==> src/rtl/rvfi_retire_buffer.sv <==
// In-order retirement buffer feeding a single-channel RVFI port.
// Issue records enter at the tail and completions may arrive in any order.
// Each retired entry produces exactly one sanitised packet, in program order.
module rvfi_retire_buffer #(
   parameter int XLEN  = 32,
   parameter int ILEN  = 32,
   parameter int DEPTH = 4,
   parameter int TW    = $clog2(DEPTH)
) (
   input  logic              clock,
   input  logic              reset,
   input  logic              i_iss_valid,
   output logic              o_iss_ready,
   output logic [TW-1:0]     o_iss_tag,
   input  logic [ILEN-1:0]   i_iss_insn,
   input  logic              i_iss_intr,
   input  logic [XLEN-1:0]   i_iss_pc_rdata,
   input  logic [4:0]        i_iss_rs1_addr,
   input  logic [4:0]        i_iss_rs2_addr,
   input  logic [XLEN-1:0]   i_iss_rs1_rdata,
   input  logic [XLEN-1:0]   i_iss_rs2_rdata,
   input  logic              i_cmp_valid,
   input  logic [TW-1:0]     i_cmp_tag,
   input  logic              i_cmp_trap,
   input  logic              i_cmp_halt,
   input  logic [4:0]        i_cmp_rd_addr,
   input  logic [XLEN-1:0]   i_cmp_rd_wdata,
   input  logic [XLEN-1:0]   i_cmp_pc_wdata,
   input  logic [XLEN-1:0]   i_cmp_mem_addr,
   input  logic [XLEN-1:0]   i_cmp_mem_rdata,
   input  logic [XLEN-1:0]   i_cmp_mem_wdata,
   input  logic [XLEN/8-1:0] i_cmp_mem_rmask,
   input  logic [XLEN/8-1:0] i_cmp_mem_wmask,
   input  logic              i_flush,
   input  logic [TW-1:0]     i_flush_tag,
   output logic              o_rvfi_valid,
   output logic [63:0]       o_rvfi_order,
   output logic [ILEN-1:0]   o_rvfi_insn,
   output logic              o_rvfi_trap,
   output logic              o_rvfi_halt,
   output logic              o_rvfi_intr,
   output logic [4:0]        o_rvfi_rs1_addr,
   output logic [4:0]        o_rvfi_rs2_addr,
   output logic [XLEN-1:0]   o_rvfi_rs1_rdata,
   output logic [XLEN-1:0]   o_rvfi_rs2_rdata,
   output logic [4:0]        o_rvfi_rd_addr,
   output logic [XLEN-1:0]   o_rvfi_rd_wdata,
   output logic [XLEN-1:0]   o_rvfi_pc_rdata,
   output logic [XLEN-1:0]   o_rvfi_pc_wdata,
   output logic [XLEN-1:0]   o_rvfi_mem_addr,
   output logic [XLEN/8-1:0] o_rvfi_mem_rmask,
   output logic [XLEN/8-1:0] o_rvfi_mem_wmask,
   output logic [XLEN-1:0]   o_rvfi_mem_rdata,
   output logic [XLEN-1:0]   o_rvfi_mem_wdata
);

   localparam int MW = XLEN / 8;

   typedef struct packed {
      logic [ILEN-1:0] insn;
      logic            intr;
      logic [XLEN-1:0] pc_rdata;
      logic [4:0]      rs1_addr;
      logic [4:0]      rs2_addr;
      logic [XLEN-1:0] rs1_rdata;
      logic [XLEN-1:0] rs2_rdata;
   } iss_rec_t;

   typedef struct packed {
      logic            trap;
      logic            halt;
      logic [4:0]      rd_addr;
      logic [XLEN-1:0] rd_wdata;
      logic [XLEN-1:0] pc_wdata;
      logic [XLEN-1:0] mem_addr;
      logic [MW-1:0]   rmask;
      logic [MW-1:0]   wmask;
      logic [XLEN-1:0] mem_rdata;
      logic [XLEN-1:0] mem_wdata;
   } cmp_rec_t;

   logic [TW:0]      r_head;
   logic [TW:0]      r_tail;
   logic [DEPTH-1:0] r_busy;
   logic [DEPTH-1:0] r_done;
   logic             r_halted;
   logic [63:0]      r_count;
   iss_rec_t         r_iss [DEPTH];
   cmp_rec_t         r_cmp [DEPTH];

   logic [TW-1:0]    w_head_idx;
   logic [TW-1:0]    w_tail_idx;
   logic             w_full;
   logic             w_issue;
   logic             w_complete;
   logic             w_retire;
   logic [TW:0]      w_flush_ptr;
   logic [TW:0]      w_flush_cnt;
   logic [DEPTH-1:0] w_squash;
   logic [DEPTH-1:0] w_busy_nxt;
   logic [DEPTH-1:0] w_done_nxt;
   iss_rec_t         w_head_iss;
   cmp_rec_t         w_pkt;

   // Pointer decode, handshake qualification and the flush pointer with its recovered wrap bit
   always_comb begin
      w_head_idx  = r_head[TW-1:0];
      w_tail_idx  = r_tail[TW-1:0];
      w_full      = (w_head_idx == w_tail_idx) && (r_head[TW] != r_tail[TW]);
      o_iss_ready = !w_full && !r_halted;
      o_iss_tag   = w_tail_idx;
      w_issue     = i_iss_valid && o_iss_ready && !i_flush;
      w_retire    = r_busy[w_head_idx] && r_done[w_head_idx] && !r_halted;
      w_flush_ptr = {(i_flush_tag >= w_head_idx) ? r_head[TW] : ~r_head[TW], i_flush_tag};
      w_flush_cnt = r_tail - w_flush_ptr;
   end

   // Slots from flush_tag up to the tail are squashed; a completion aimed at one is dropped
   always_comb begin
      w_squash = '0;
      for (int i = 0; i < DEPTH; i++) begin
         w_squash[i] = i_flush && ({1'b0, TW'(i) - i_flush_tag} < w_flush_cnt);
      end
      w_complete = i_cmp_valid && r_busy[i_cmp_tag] && !r_halted && !w_squash[i_cmp_tag];
   end

   // Next busy/done bits: completion, retire, squash, then issue claims the tail slot
   always_comb begin
      w_busy_nxt = r_busy;
      w_done_nxt = r_done;
      if (w_complete) begin
         w_done_nxt[i_cmp_tag] = 1'b1;
      end
      if (w_retire) begin
         w_busy_nxt[w_head_idx] = 1'b0;
         w_done_nxt[w_head_idx] = 1'b0;
      end
      w_busy_nxt = w_busy_nxt & ~w_squash;
      w_done_nxt = w_done_nxt & ~w_squash;
      if (w_issue) begin
         w_busy_nxt[w_tail_idx] = 1'b1;
         w_done_nxt[w_tail_idx] = 1'b0;
      end
   end

   // Head entry with trap, x0 and empty-mask sanitisation applied before it reaches the port
   always_comb begin
      w_head_iss = r_iss[w_head_idx];
      w_pkt      = r_cmp[w_head_idx];
      if (w_pkt.trap) begin
         w_pkt.rd_addr  = '0;
         w_pkt.rd_wdata = '0;
         w_pkt.wmask    = '0;
      end
      if (w_pkt.rd_addr == 5'd0) begin
         w_pkt.rd_wdata = '0;
      end
      if ((w_pkt.rmask == '0) && (w_pkt.wmask == '0)) begin
         w_pkt.mem_addr  = '0;
         w_pkt.mem_rdata = '0;
         w_pkt.mem_wdata = '0;
      end
   end

   // Control state: pointers, per-slot flags, the sticky halt flag and the retirement counter
   always_ff @(posedge clock) begin
      if (!reset) begin
         r_head   <= '0;
         r_tail   <= '0;
         r_busy   <= '0;
         r_done   <= '0;
         r_halted <= 1'b0;
         r_count  <= '0;
      end else begin
         r_busy <= w_busy_nxt;
         r_done <= w_done_nxt;
         if (i_flush) begin
            r_tail <= w_flush_ptr;
         end else if (w_issue) begin
            r_tail <= r_tail + (TW+1)'(1);
         end
         if (w_retire) begin
            r_head  <= r_head + (TW+1)'(1);
            r_count <= r_count + 64'd1;
            if (w_pkt.halt) begin
               r_halted <= 1'b1;
            end
         end
      end
   end

   // Entry payload storage; contents are only meaningful while the slot's busy bit is set
   always_ff @(posedge clock) begin
      if (w_issue) begin
         r_iss[w_tail_idx] <= '{insn: i_iss_insn, intr: i_iss_intr, pc_rdata: i_iss_pc_rdata,
                                rs1_addr: i_iss_rs1_addr, rs2_addr: i_iss_rs2_addr,
                                rs1_rdata: i_iss_rs1_rdata, rs2_rdata: i_iss_rs2_rdata};
      end
      if (w_complete) begin
         r_cmp[i_cmp_tag] <= '{trap: i_cmp_trap, halt: i_cmp_halt, rd_addr: i_cmp_rd_addr,
                               rd_wdata: i_cmp_rd_wdata, pc_wdata: i_cmp_pc_wdata,
                               mem_addr: i_cmp_mem_addr, rmask: i_cmp_mem_rmask,
                               wmask: i_cmp_mem_wmask, mem_rdata: i_cmp_mem_rdata,
                               mem_wdata: i_cmp_mem_wdata};
      end
   end

   // RVFI output registers: a one-cycle valid pulse with the packet held until the next retire
   always_ff @(posedge clock) begin
      if (!reset) begin
         o_rvfi_valid     <= 1'b0;
         o_rvfi_order     <= '0;
         o_rvfi_insn      <= '0;
         o_rvfi_trap      <= 1'b0;
         o_rvfi_halt      <= 1'b0;
         o_rvfi_intr      <= 1'b0;
         o_rvfi_rs1_addr  <= '0;
         o_rvfi_rs2_addr  <= '0;
         o_rvfi_rs1_rdata <= '0;
         o_rvfi_rs2_rdata <= '0;
         o_rvfi_rd_addr   <= '0;
         o_rvfi_rd_wdata  <= '0;
         o_rvfi_pc_rdata  <= '0;
         o_rvfi_pc_wdata  <= '0;
         o_rvfi_mem_addr  <= '0;
         o_rvfi_mem_rmask <= '0;
         o_rvfi_mem_wmask <= '0;
         o_rvfi_mem_rdata <= '0;
         o_rvfi_mem_wdata <= '0;
      end else begin
         o_rvfi_valid <= w_retire;
         if (w_retire) begin
            o_rvfi_order     <= r_count;
            o_rvfi_insn      <= w_head_iss.insn;
            o_rvfi_trap      <= w_pkt.trap;
            o_rvfi_halt      <= w_pkt.halt;
            o_rvfi_intr      <= w_head_iss.intr;
            o_rvfi_rs1_addr  <= w_head_iss.rs1_addr;
            o_rvfi_rs2_addr  <= w_head_iss.rs2_addr;
            o_rvfi_rs1_rdata <= w_head_iss.rs1_rdata;
            o_rvfi_rs2_rdata <= w_head_iss.rs2_rdata;
            o_rvfi_rd_addr   <= w_pkt.rd_addr;
            o_rvfi_rd_wdata  <= w_pkt.rd_wdata;
            o_rvfi_pc_rdata  <= w_head_iss.pc_rdata;
            o_rvfi_pc_wdata  <= w_pkt.pc_wdata;
            o_rvfi_mem_addr  <= w_pkt.mem_addr;
            o_rvfi_mem_rmask <= w_pkt.rmask;
            o_rvfi_mem_wmask <= w_pkt.wmask;
            o_rvfi_mem_rdata <= w_pkt.mem_rdata;
            o_rvfi_mem_wdata <= w_pkt.mem_wdata;
         end
      end
   end

endmodule
==> config.mk <==
export PLATFORM = sky130hd
export DESIGN_NAME = rvfi_retire_buffer
export DESIGN_NICKNAME = d
export VERILOG_FILES = /design/src/rtl/rvfi_retire_buffer.sv
export SDC_FILE = /design/constraint.sdc
export NUM_CORES = 2
export LEC_CHECK = 0
export CORE_UTILIZATION = 40
export CTS_CLUSTER_SIZE = 12
export DETAILED_ROUTE_END_ITERATION = 8
export SYNTH_ARGS = -nofsm -noshare
export SYNTH_HDL_FRONTEND = slang
export SYNTH_SLANG_ARGS = --single-unit
==> constraint.sdc <==
create_clock -name clock -period 12.1 [get_ports clock]
set_clock_uncertainty 0.05 [all_clocks]
set_input_delay 2.42 -clock clock [delete_from_list [all_inputs] [get_ports clock]]
set_output_delay 2.42 -clock clock [all_outputs]
set_load 0.03 [all_outputs]
# Yosys cells after proc, flatten, opt, wreduce, memory -nomap -nowiden
# Memories as Yosys holds them, arrays and structs flattened. A register that Yosys moved wholly into a read port is not among the register bits.
# Index checks and enable logic that the tools add are counted.
# W data, S select, Z words.
[word_totals] regBits=319 latch_bits=0 ram_bits=1256 rom_bits=0 wordCells=112 mem_count=2
[memory_table] memory="r_cmp" words=4 width=175 rd=1 rd_clocked_by_memory_dff=1 write_ports=1 line="89" text="cmp_rec_t r_cmp [DEPTH];"
[memory_table] memory="r_iss" words=4 width=139 rd=1 rd_clocked_by_memory_dff=1 write_ports=1 line="88" text="iss_rec_t r_iss [DEPTH];"
[op_classes] addsub=8 mul=0 div_mod_pow=0 order_cmp=11 eq_ne=2 shift=0 mux=33 bitwise=11 reduce_logical=27
[op_table] cell="$add A64 B1 Y64 const B" n=1
[op_table] cell="$mux W32" n=2
[op_table] cell="$mux W64" n=1
[op_table] cell="$mux W37" n=1
[op_table] cell="$mux W4" n=6
[op_table] cell="$and A4 B4 Y4" n=5
[op_table] cell="$logic_and A1 B1 Y1" n=17
[op_table] cell="$lt A2 B3 Y1" n=4
[op_table] cell="$mux W1" n=12
[op_table] cell="$not A4 Y4" n=3
[op_table] cell="$lt A2 B3 Y1 const B" n=3
[op_table] cell="$bmux W1 S2" n=4
[op_table] cell="$logic_not A4 Y1" n=2
[op_table] cell="$or A4 B4 Y4" n=2
[op_table] cell="$add A3 B1 Y3 const B" n=2
[op_table] cell="$demux W1 S2" n=3
[op_table] cell="$ge A2 B1 Y1 const B" n=3
[op_table] cell="$mux W3" n=2
[op_table] cell="$logic_not A1 Y1" n=5
[op_table] cell="$logic_not A5 Y1" n=1
[op_table] cell="$mux W2" n=2
[op_table] cell="$sub A1 B2 Y2 const A" n=2
[op_table] cell="$sub A2 B2 Y2 const A" n=2
[op_table] cell="$sub A3 B3 Y3" n=1
[op_table] cell="6 further kinds" n=6

# Depth between registers and ports, before layout
[logic_depth] word_depth=15 depth_mapped=9 depth_no_buf=9

# Worst setup path after synthesis
# Ideal clock, no wire load.
[synth_path] path_type="input-to-reg" from="input i_flush_tag[0]" to="memory r_cmp[1][0] in the netlist's numbering (enable)" setup_time_ns=0.714 arrival_ns=10.962 slack_ns=0.374 cell_stages=7 cell_sequence="inv_1 > ha_1 > nand2b_1 > a21oi_1 > xor3_1 > o21a_1 > nor2_1"
[synth_between] elab_chain_len=11 elab_cells_between_ends=21 cone_classes="add/sub (5); order compare (5); mux (5); reduce/logical (6)"
[synth_lines] element="start, declared" line="35" text="input logic [TW-1:0] i_flush_tag,"
[synth_lines] element="$ge A2 B2 Y1" line="114" text="w_flush_ptr = {(i_flush_tag >= w_head_idx) ? r_head[TW] : ~r_head[TW], i_flush_tag};"
[synth_lines] element="$mux W1" line="114"
[synth_lines] element="$sub A3 B3 Y3" line="115" text="w_flush_cnt = r_tail - w_flush_ptr;"
[synth_lines] element="$lt A2 B3 Y1" line="122" text="w_squash[i] = i_flush && ({1'b0, TW'(i) - i_flush_tag} < w_flush_cnt);"
[synth_lines] element="$logic_and A1 B1 Y1" line="122"
[synth_lines] element="$bmux W1 S2 *" line="124" text="w_complete = i_cmp_valid && r_busy[i_cmp_tag] && !r_halted && !w_squash[i_cmp_tag];"
[synth_lines] element="$mux W1 (implied by the code) *" line="124"
[synth_lines] element="$logic_not A1 Y1 *" line="124"
[synth_lines] element="$logic_and A1 B1 Y1 *" line="124"
[synth_lines] element="$mux W1 *" line="199" text="if (w_complete) begin"
[synth_lines] element="$mux W1 (implied by the code) *" line="200" text="r_cmp[i_cmp_tag] <= '{trap: i_cmp_trap, halt: i_cmp_halt, rd_addr: i_cmp_rd_addr,"
[synth_lines] element="end, declared" line="89"
# Mark *: on every way between the ends. The rest lies on a longest branch, timed or not. The select of a mux whose other input is x is not followed.

# Worst setup path after layout
[layout_path] from="input i_flush_tag[1]" to="memory r_cmp[0][83] in the netlist's numbering (enable)"
# Same word-level chain as after synthesis.

==> summary.md <==
| Metric | Value |
|---|---|
| Worst slew margin | `0.2082` |
| Post-CTS setup buffer count | `0` |
| Seq/Total Area, Yosys | `0.7498` |
| Post-synth EDFFs | `roughly 1.3k` |
| Most frequent cells after synthesis | `1256 x edfxtp_1, 620 x nand2_1, 460 x dfxtp_1` |
| Maxcap violations | `0` |
| Post-Synthesis Cells | `3785` |
| Most numerous cell in the Yosys netlist | `edfxtp_1` |
| Port Buf Inserts | `about 700` |
| Die ar. | `around 160000 um^2` |
| CP Max Fanout | `52` |
| GR Overflow Total | `0` |
| Clock buffer depth | `3` |
| Antenna violations before repair | `81` |
| TritonRoute pass-1 iters | `5` |
| Min cycle time layout | `6.167 ns` |
| # setup viols final | `0` |
| Layout Area Growth over Synthesis | `23.74%` |
| CP most frequent cell | `buf_4` |
| Crit path cell chain | `clkdlybuf4s50_1, inv_1, fa_1, xnor2_1, xor3_1, o21ai_0, and4_4, buf_4, buf_4` |
| Skew-Pair Late Insertion Delay | `0.81 ns` |
| Power Total | `11.89 mW` |
| Worst path required time | `around 12 ns` |
| Synth Net Count | `between 4k and 5k` |
| Largest net degree at the start of global routing | `176` |
| Main synth FF type | `edfxtp_1` |
| DR vias | `about 35k` |
| Setup TNS | `0 ns` |
| Pwr per Cell Area | `153.6 nW/um^2` |
| GR Util All Layers | `0.2015` |
| Slowest-stage cell, CP | `buf_4` |
| Yosys top cell area share | `0.6026` |
| RSZ-0062 raised after global routing | `false` |
| Yosys reg bits | `between 1.5k and 2k` |
| First-pass GRT wire length | `between 200000 and 250000 um` |
| Placed Cells | `approximately 6.4k` |
| Synth area leader | `edfxtp_1` |
| Status | `finished, final reports clean` |
| Drt wl/cell | `approximately 24 um` |
| Post-synth cell types | `59` |
| DR vias/cell | `roughly 5.3` |
| Critical Path Sink Type | `flip-flop` |
| Residual DRC | `0` |
| Max incr delay on CP | `between 0.7 and 0.8 ns` |
| Crit Path Class | `in -> reg` |
| Cell Area, Synth | `62590 um^2` |
| # H-tree levels | `4` |
| Fmax | `about 160 MHz` |
| Post-DP HPWL | `~100000 um` |
| Total CTS buffers | `approximately 180` |
| Fill cells | `about 13k` |
| Synth area leaders | `edfxtp_1 60%, dfxtp_1 15%, mux4_2 11%` |
| Max VDD drop | `about 0.13 mV` |
| Post-synthesis async set-or-reset flop share | `0` |
| Worst slew pin tran | `between 1 and 1.5 ns` |
| Clk slew on worst S/H paths | `approximately 0.060 ns` |
| Num rows | `144` |
| Die Y | `between 300 and 400 um` |
| Slew Limit Fails | `0` |
| Clock Sinks | `1716` |
| Worst Hold Class | `reg -> reg` |
| Starting density of the core | `0.4044` |
| Worst Path Arrival | `6.54 ns` |
| Synth Area per Inst | `approximately 17 um^2` |
| Vias in the first global route | `35.18k` |
| Post-Route WL | `161700 um` |
| Crit start category | `primary input` |
| Resized cells post-CTS | `0` |
| Post-route clock period utilization | `0.5096` |
| Initial DRC count | `approximately 2.4k` |
| Final std cells w/o fill | `6717` |
| Final ANT Viol Nets | `0` |
| Hold-fix buffers, CTS | `0` |
| Core footprint | `154800 um^2` |
| CTS tree | `built` |
| Die width | `397.6 um` |
| Root buffer cell | `clkbuf_16` |
| GPL Wtd Cong | `0.7769` |
| NumNets Final | `approximately 4.8k` |
| Yosys warnings | `0` |
| Io pins | `slightly above 700` |
| Layout cells sized above 1 | `0.1352` |
| Final hold violation count | `0` |
| Leak | `23.70 nW` |
## cells by family (layout without fill, tap and decap cells)
logic type,after synthesis,count (layout),synth area share
buffers and inverters,287,1140,0.01879
AND/OR/NAND/NOR,922,922,0.06529
XOR/XNOR,40,40,0.005837
AO/OA/AOI/OAI,485,485,0.04280
multiplexers,319,319,0.1142
adder cells (fa/ha/maj),16,16,0.003319
flip-flops,1716,1716,0.7498
other,0,35,0
## area by class of cell
class | instances | area [um^2] | area share
sequential | 1716 | 46940 | 0.6061
inverter | 56 | 217.7 | 0.002811
timing repair buffer | 752 | 7457 | 0.09629
clock inverter | 50 | 623.1 | 0.008046
tap | 2044 | 2557 | 0.03302
clock buffer | 282 | 5004 | 0.06461
antenna | 35 | 87.58 | 0.001131
multi-input combinational | 1782 | 14560 | 0.1880
## metrics by stage
stage	cell area [um^2]	setup slack, ns	utilization	hold slack, ns
final	77440	5.933	0.5004	0.4016
after global routing	77430	5.815	0.5003	0.4198
after CTS	77360	5.975	0.4998	0.4039
after detailed placement	71730	5.101	0.4635	0.3958
after global placement	71730	5.067	0.4635	0.3915
after floorplan	62590	0.3745	-	0.3901
## cell usage in the layout (no fill, tap or decap), types with 10 or more instances in the layout
cell and instances:
edfxtp_1 1256, clkdlybuf4s50_1 704, nand2_1 619, dfxtp_1 456, a21oi_1 390, mux4_2 316, clkbuf_16 177, nand3_1 124
clkbuf_1 87, inv_1 54, buf_4 44, nor2_1 41, diode_2 35, o2bb2ai_1 32, xnor2_1 30, or4_1 26
o31ai_1 23, nand4_1 22, clkbuf_8 18, o21ai_0 17, nor4_1 16, ha_1 15, clkinv_2 14, clkinv_1 14
and4_1 10, clkinv_16 10
## worst paths after layout
check	startpoint	to	slack, ns	depth (start not counted)
worst min register to register	o_rvfi_rs1_rdata[14]$_SDFFE_PN0P_	o_rvfi_rs1_rdata[14]$_SDFFE_PN0P_	0.40	2
worst min-delay path	o_rvfi_rs1_rdata[14]$_SDFFE_PN0P_	o_rvfi_rs1_rdata[14]$_SDFFE_PN0P_	0.40	2
worst max register to register	flip-flop	o_rvfi_mem_rdata[15]$_SDFFE_PN0P_	7.02	8
worst max-delay path	i_flush_tag[1]	r_cmp[0][83]$_DFFE_PP_	5.93	9
## power by group
part	switching, mW	total [mW]	internal (mW)	leakage, nW
logic	0.155	0.288	0.133	5.96
clock network	2.29	5.22	2.93	2.69
registers	0.0141	6.38	6.37	15.0
total	2.46	11.9	9.43	23.7
## state kept, by name, indices dropped and copies added (netlist names), 64 cells and up, named ones only
| signal | count |
|---|---|
| o_rvfi_order | 64 |
| r_count | 64 |
| r_iss | 556 |
| r_cmp | 700 |
## metal layers
layer / global-route usage / part of all wire / vias up
met5: 0 / 0.0030 / -
met3: 0.07184 / 0.081 / 340
met2: 0.3088 / 0.47 / 1051
met1: 0.2597 / 0.41 / 17950
li1: - / - / 15910
met4: 0.08359 / 0.030 / 70
## worst max-delay path, delay by kind of cell
family                     cells  cell delay [ns]
AOI/OAI and AO/OA              1             0.20
and+or+nand+nor                1             0.57
xor gates and xnor gates       2             0.62
buffers and inverters          4             2.18
adders and majority gates      1             0.42
(Power assumes the default switching activity.)
